File: src/rtl/seg7_pkg.sv
// Shared constants for the 7-segment display path: active-low segment
// patterns (bit6 = a ... bit0 = g) for nibbles 0..F, plus the blank and
// dash patterns used by the scan driver and decoder.
package seg7_pkg;

  localparam logic [6:0] SEG_OFF  = 7'b1111111;
  localparam logic [6:0] SEG_DASH = 7'b1111110;

  // Index n holds the pattern for nibble n (entry 15 listed first).
  localparam logic [15:0][6:0] SEG_LUT = {
    7'b0111000,  // F
    7'b0110000,  // E
    7'b1000010,  // d
    7'b0110001,  // C
    7'b1100000,  // b
    7'b0001000,  // A
    7'b0001100,  // 9
    7'b0000000,  // 8
    7'b0001111,  // 7
    7'b0100000,  // 6
    7'b0100100,  // 5
    7'b1001100,  // 4
    7'b0000110,  // 3
    7'b0010010,  // 2
    7'b1001111,  // 1
    7'b0000001   // 0
  };

endpackage

File: src/rtl/seg7_decode.sv
// Purpose: nibble to active-low 7-segment pattern, hex letters or dash for 10..15.
// Latency: purely combinational, zero cycles.
// Backpressure: none.
// Ports: i_nibble (value to show), i_hex_en (1 = A..F, 0 = dash for 10..15),
//        o_seg (active-low segments, bit6 = a ... bit0 = g).
module seg7_decode
  import seg7_pkg::*;
(
  input  logic [3:0] i_nibble,
  input  logic       i_hex_en,
  output logic [6:0] o_seg
);

  assign o_seg = (!i_hex_en && (i_nibble > 4'd9)) ? SEG_DASH : SEG_LUT[i_nibble];

endmodule

File: src/rtl/segmentos_7_scan.sv
// Purpose: time-multiplexed N-digit common-anode 7-segment driver with frame snapshot.
// Latency: outputs are registered, one clock after the (idx, cnt, snapshot) state.
// Backpressure: none; enable = 0 darkens the display and freezes the scan position.
// Ports: clk, rst (async active-high); data_in (nibble k -> digit k), dp_in,
//        blank_lz, enable; segments_out/dp_out/digit_sel (all active-low),
//        frame_start (one-cycle pulse after each snapshot).
module segmentos_7_scan
  import seg7_pkg::*;
#(
  parameter int N_DIGITS = 4,
  parameter int SCAN_DIV = 50000,
  parameter int GUARD    = 1,
  parameter int HEX_EN   = 1
) (
  input  logic                  clk,
  input  logic                  rst,
  input  logic [4*N_DIGITS-1:0] data_in,
  input  logic [N_DIGITS-1:0]   dp_in,
  input  logic                  blank_lz,
  input  logic                  enable,
  output logic [6:0]            segments_out,
  output logic                  dp_out,
  output logic [N_DIGITS-1:0]   digit_sel,
  output logic                  frame_start
);

  localparam int CNT_W = $clog2(SCAN_DIV);
  localparam int IDX_W = (N_DIGITS > 1) ? $clog2(N_DIGITS) : 1;
  localparam logic [CNT_W-1:0] CNT_LAST  = CNT_W'(SCAN_DIV - 1);
  localparam logic [CNT_W-1:0] CNT_GUARD = CNT_W'(GUARD);
  localparam logic [IDX_W-1:0] IDX_LAST  = IDX_W'(N_DIGITS - 1);

  // Scan position
  logic [CNT_W-1:0] r_cnt;
  logic [IDX_W-1:0] r_idx;

  // Frame snapshot
  logic [4*N_DIGITS-1:0] r_snap_data;
  logic [N_DIGITS-1:0]   r_snap_dp;
  logic                  r_snap_blz;

  // Output registers
  logic [6:0]          r_seg;
  logic                r_dp_out;
  logic [N_DIGITS-1:0] r_sel;
  logic                r_fs;

  logic                w_start;
  logic [3:0]          w_nib;
  logic                w_dp_bit;
  logic                w_blank;
  logic                w_upper_zero;
  logic [6:0]          w_dec_seg;
  logic [N_DIGITS-1:0] w_sel;
  logic                w_hex_en;

  assign w_hex_en = (HEX_EN != 0);
  // A frame begins at the very first clock of digit 0's slot.
  assign w_start  = enable && (r_idx == '0) && (r_cnt == '0);

  always_ff @(posedge clk or posedge rst) begin
    if (rst) begin
      r_cnt <= '0;
      r_idx <= '0;
    end else if (enable) begin
      if (r_cnt == CNT_LAST) begin
        r_cnt <= '0;
        r_idx <= (r_idx == IDX_LAST) ? '0 : r_idx + 1'b1;
      end else begin
        r_cnt <= r_cnt + 1'b1;
      end
    end
  end

  always_ff @(posedge clk or posedge rst) begin
    if (rst) begin
      r_snap_data <= '0;
      r_snap_dp   <= '0;
      r_snap_blz  <= 1'b0;
    end else if (w_start) begin
      r_snap_data <= data_in;
      r_snap_dp   <= dp_in;
      r_snap_blz  <= blank_lz;
    end
  end

  // Walk digits from most significant down so w_upper_zero, at digit k,
  // means "nibble k and every nibble above it are zero".
  always_comb begin
    w_nib        = 4'h0;
    w_dp_bit     = 1'b0;
    w_blank      = 1'b0;
    w_upper_zero = 1'b1;
    for (int k = N_DIGITS - 1; k >= 0; k--) begin
      w_upper_zero = w_upper_zero && (r_snap_data[4*k +: 4] == 4'h0);
      if (r_idx == IDX_W'(k)) begin
        w_nib    = r_snap_data[4*k +: 4];
        w_dp_bit = r_snap_dp[k];
        w_blank  = r_snap_blz && (k != 0) && w_upper_zero;
      end
    end
  end

  always_comb begin
    w_sel = '1;
    for (int k = 0; k < N_DIGITS; k++) begin
      w_sel[k] = (r_idx != IDX_W'(k));
    end
  end

  seg7_decode u_decode (
    .i_nibble (w_nib),
    .i_hex_en (w_hex_en),
    .o_seg    (w_dec_seg)
  );

  // The guard window at the start of every slot keeps all anodes off so the
  // previous digit's pattern cannot ghost onto the next digit.
  always_ff @(posedge clk or posedge rst) begin
    if (rst) begin
      r_seg    <= SEG_OFF;
      r_dp_out <= 1'b1;
      r_sel    <= '1;
      r_fs     <= 1'b0;
    end else begin
      r_fs <= w_start;
      if (!enable || (r_cnt < CNT_GUARD)) begin
        r_seg    <= SEG_OFF;
        r_dp_out <= 1'b1;
        r_sel    <= '1;
      end else begin
        r_seg    <= w_blank ? SEG_OFF : w_dec_seg;
        r_dp_out <= ~w_dp_bit;
        r_sel    <= w_sel;
      end
    end
  end

  assign segments_out = r_seg;
  assign dp_out       = r_dp_out;
  assign digit_sel    = r_sel;
  assign frame_start  = r_fs;

endmodule

File: config.mk
export PLATFORM = sky130hd
export DESIGN_NAME = segmentos_7_scan
export DESIGN_NICKNAME = d
export VERILOG_FILES = /design/src/rtl/seg7_pkg.sv /design/src/rtl/seg7_decode.sv /design/src/rtl/segmentos_7_scan.sv
export SDC_FILE = /design/constraint.sdc
export NUM_CORES = 1
export LEC_CHECK = 0
export CAP_MARGIN = 5
export CORE_MARGIN = 4
export CORE_UTILIZATION = 42
export CTS_CLUSTER_DIAMETER = 150
export DETAILED_ROUTE_END_ITERATION = 10
export PLACE_DENSITY = 0.64
export SLEW_MARGIN = 0
export SYNTH_ARGS = -nofsm -noshare
export SYNTH_HDL_FRONTEND = slang
export SYNTH_SLANG_ARGS = --single-unit
File: constraint.sdc
create_clock -name clk -period 4.65 [get_ports clk]
set_clock_uncertainty 0.15 [all_clocks]
set_input_delay 0.6975 -clock clk [delete_from_list [all_inputs] [get_ports clk]]
set_output_delay 0.6975 -clock clk [all_outputs]
set_load 0.005 [all_outputs]
Yosys cells after proc, flatten, opt, wreduce, memory -nomap -nowiden
Memory sizes are Yosys's and may differ from the RTL's.
Index checks and enable logic that the tools add are counted.
Word-level totals
  register bits: 52
  latch bits: 0
  memory bits (writable): 0
  ROM bits: 112
  input bits: 24
  output and inout port bits: 13
  logic and storage cells: 57
  memories kept: 1
Operators by class
  add/sub/neg operators: 2
  multipliers: 0
  divide/modulo/power cells: 0
  $lt $le $gt $ge: 2
  equal/unequal tests: 7
  shifts and indexed selects: 0
  muxes and demuxes: 19
  bitwise logic cells: 1
  reductions and logical operators: 16
Memory list
  (no name shown): words 16, width 7, read ports 1, clocked after memory_dff 0, wr ports 0, RTL line seg7_decode.sv:14  | assign o_seg = (!i_hex_en && (i_nibble > 4'd9)) ? SEG_DASH : SEG_LUT[i_nibble];
Operators by type and width (count)
  two-way mux 7 bit: 3
  two-way mux 4 bit: 5
  adder 16 x 1 -> 16 bit, second input constant: 1
  equality test 16 bit, second input constant: 1
  zero test 16 bit: 1
  less-than comparator 16 x 1 -> 1 bit, second input constant: 1
  two-way mux 16 bit: 1
  zero test 4 bit: 3
  two-way mux 1 bit: 9
  logical AND 1 bit: 7
  less-than comparator 4 x 5 -> 1 bit, second input constant: 1
  equality test 2 bit, second input constant: 2
  != test 2 bit, second input constant: 2
  adder 2 x 1 -> 2 bit, second input constant: 1
  equality test 2 x 1 -> 1 bit, second input constant: 1
  zero test 2 bit: 1
  two-way mux 2 bit: 1
  != test 2 x 1 -> 1 bit, second input constant: 1
  AND reduction 2 bit: 1
  nonzero test 2 bit: 1
  zero test 1 bit: 1
  logical OR 1 bit: 1
  NOT 1 bit: 1

Depth between registers and ports, before layout
  depth after elaboration: 9
  gate-level depth with buffers: 11
  mapped depth without buffers: 10

Modules after synthesis
From an unflattened synthesis, not the netlist that was laid out.
Unflattened totals
  cell total of the unflattened synthesis: 265
  area total of the unflattened synthesis: 2860.2 um^2
Modules (own cells, without submodules)
  segmentos_7_scan: times used 1, cells each 216, area an instance 2527.4 um^2, sequential area each 1316.3 um^2
  seg7_decode: times used 1, cells each 49, area an instance 332.8 um^2, sequential area each 0.0 um^2

Worst setup path before layout
No wires, ideal clock.
  kind: register to register
  start point: register r_idx[1]
  end point: register r_seg[3], in the netlist segments_out[3]
  library setup time: 76 ps
  arrival time: 2290 ps
  required time: 4424 ps
  slack: 2135 ps
  stages on the path, launching flop included: 11
  path buffers: 1
  period minus slack after synthesis: 2515 ps
  cell sequence: dfrtp_1 -> inv_1 -> ha_1 -> clkbuf_1 -> a211oi_1 -> a211oi_1 -> inv_1 -> ha_1 -> mux2i_1 -> a22o_1 -> nand2_2
On the way
  cells in the longest elaborated chain, start to end: 9
  elaborated cells between the ends (all ways): 16
  those cells by class: 3 x eq/ne; 11 x mux; 1 x reduce/logical; 1 x memory
Ends and longest elaborated chain
  start: declaration: RTL line segmentos_7_scan.sv:35  | logic [IDX_W-1:0] r_idx;
  start signal: assignment: RTL line segmentos_7_scan.sv:68  | r_idx <= (r_idx == IDX_LAST) ? '0 : r_idx + 1'b1;
  equality test 2 bit: RTL line segmentos_7_scan.sv:96  | if (r_idx == IDX_W'(k)) begin
  two-way mux 4 bit (4 in a row): RTL line segmentos_7_scan.sv:96
  memory read (16 x 7 bit)
  two-way mux 7 bit (not written as such): RTL line seg7_decode.sv:14
  two-way mux 7 bit (*): RTL line segmentos_7_scan.sv:132  | r_seg <= w_blank ? SEG_OFF : w_dec_seg;
  two-way mux 7 bit (*): RTL line segmentos_7_scan.sv:127  | if (!enable || (r_cnt < CNT_GUARD)) begin
  end signal: assignment: RTL line segmentos_7_scan.sv:132
  end: declaration: RTL line segmentos_7_scan.sv:43  | logic [6:0] r_seg;
Mark *: on every way between the ends. The rest lies on a longest branch, timed or not. The select of a mux whose other input is x is not followed.
A chain may end at the register's enable or synchronous reset.

Worst setup path in the final report
  start point: register r_idx[0]
  end point: register r_seg[3], in the netlist segments_out[3]
The elaborated chain is that of the path after synthesis.

==> qor.yml <==
cts.clk_slew.worst_paths_ns: 0.09
synthArstFlopShare: 1.000
layout_commonest_cell: "dfrtp_1"
cts_resized: 0
drc_errors: 0
status: "finished clean"
grt_pass1_vias: 1828
stdcell_count: 351
gp_congestion: 0.8507
insertion_delay_ns: 0.31
finalWorstSetupSlack_ns: 1.751
start_util: 0.4410
die_y_um: 87.55
synth_edf_count: 0
cp.required_ns: 4.72
min_period_ns: 2.899
via_per_inst: 5.208
drive_above_1_share: 0.1268
worstSetupPathType: "flip-flop to flip-flop"
die_width_um: 87.55
portBuffers: 36
yosysSeqAreaShare: 0.4953
firstDrtPassIters: 4
detail-route-antenna-nets: 0
placementRows: 28
overflow: 0
grt_pass1_wl_um: 8783
arrival_ns: 2.97
cellPowerDensity_mw_per_mm2: 285.8
cts_setup_buffers: 0
rsz0062_at_grt: "no"
cp_cell_sequence: "inv_1 > ha_1 > a211oi_1 > a211oi_1 > inv_1 > ha_1 > mux2i_1 > a22o_1 > nand2_2"
grt_util_all_layers: 0.1479
ir_drop_v: 0.0001520
critPathCaptureType: "flip-flop"
seqCellArea_mm2: 0.001316
cp_slowest_stage_delay_ns: 0.61
cts_buffer_depth: 2
root_buffer: "clkbuf_8"
synth_cells: 240
worst_pin_slew_ns: 1.144
tns_ns: 0
core_region_area_mm2: 0.006026
place_inst: 343
wirelength_um: 5091
synth_nets: 276
hold_violations: 0
routedWlPerCell_um: 14.50
syn2layout_area_growth_pct: 18.88
max_freq_mhz: 345.0
slew_violations: 0
critPathLaunchType: "flip-flop"
period_share: 0.6234
cts_hold_buf: 0
crit_fanout: 16
drtIter0Drc: 92
worstHoldPathType: "flip-flop to flip-flop"
cts_tree: "yes"
syn-cell-area_mm2: 0.002658
slowest_stage: "a211oi_1"
grt_max_degree: 34
cts_buffers: 5
cts.sinks: 52
yosys_warnings: 0
diodes: 0
crit_family: "adder cells"
cp_num_buf_inv: 2
vias: 1828
fillers: 553
cap_violations: 0
nets: 311
dp_hpwl_um: 3784
yosysUniqueCellTypes: 47
syn_avg_cell_area_um2: 11.07
cts_max_level: 2
multi_input_area_mm2: 0.001236
antenna_found_initial: 0
leakagePower_nw: 1.443
holdWs_ns: 0.3471
relSlewSlack: 0.2365
ys_ff_latch: 52
place_ws_ns: 1.581
ios: 37
fp.dieArea_mm2: 0.007664
finalSetupViolations: 0
layout_common_cells: "40 x dfrtp_1, 36 x clkdlybuf4s50_1, 21 x nand2_1, 19 x mux2_1, 15 x nor2_1"
ys.flop_type: "dfrtp_1"
synth_stat cells, drive strengths merged, types with 7 or more instances:
cell type	number	area [um2]
nand4	10	62.56
ha	12	150.1
xor2	8	70.07
mux2	21	236.5
nor2	16	60.06
xnor2	7	61.31
dfrtp	40	1001
inv	12	45.04
dfstp	12	315.3
buf	8	51.29
nand2	22	85.09
final timing paths:
check                           cells after the start                       start                    endpoint  slack, ns
worst max-delay path                                9        r_idx[0]$_DFFE_PP0P_   segments_out[3]$_DFF_PP1_       1.75
worst min-delay path                                1  r_snap_data[0]$_DFFE_PP0P_  r_snap_data[0]$_DFFE_PP0P_       0.35
worst max register to register                      9        r_idx[0]$_DFFE_PP0P_   segments_out[3]$_DFF_PP1_       1.75
worst min register to register                      1  r_snap_data[0]$_DFFE_PP0P_  r_snap_data[0]$_DFFE_PP0P_       0.35
max in group asynchronous                           3                         rst      digit_sel[0]$_DFF_PP1_       2.99
min in group asynchronous                           2                         rst  r_snap_data[1]$_DFFE_PP0P_       0.56
power breakdown:
| group | leakage (nW) | internal, W | switching (W) |
|---|---|---|---|
| clock network | 0.0412 | 0.000106 | 0.000149 |
| logic | 0.744 | 0.0000619 | 0.0000559 |
| registers | 0.658 | 0.000487 | 0.0000440 |
| total | 1.44 | 0.000655 | 0.000249 |
logic make-up after synthesis:
kind of cell	synth area share
AOI/OAI and AO/OA	0.08098
xor gates and xnor gates	0.04944
adders and majority gates	0.05650
buffers and inverters	0.04048
DFF	0.4953
muxes	0.09652
and+or+nand+nor	0.1808
through the flow:
stage | total power (W) | cell area, um2 | utilization
after floorplan | 0.0006054 | 2658 | -
after CTS | 0.0009141 | 3159 | 0.5243
after detailed placement | 0.0006580 | 3074 | 0.5102
after global routing | 0.0009583 | 3159 | 0.5243
final | 0.0009030 | 3159 | 0.5243
after global placement | 0.0006552 | 3074 | 0.5102
layout make-up:
class / count / area share
flip-flops and latches: 52 / 0.4166
multi-input cells: 165 / 0.3913
repair buffers: 39 / 0.1212
well taps: 75 / 0.02970
clock buffers: 6 / 0.02297
inverters: 12 / 0.01426
clock inverters: 2 / 0.003960
flip-flops by register name, summed over array words and instances, names as in the netlist, 2 cells and up:
register,flops
r_snap_data,16
r_idx,2
r_snap_dp,4
digit_sel,4
segments_out,7
r_cnt,16
routing by layer:
layer	track usage	share of wire	wire, um
met4	0.05439	0.016	83
met3	0.03198	0.043	221
met5	0	0	0
met2	0.2308	0.45	2311
met1	0.2034	0.49	2475
Power figures use the tool's default switching activity.
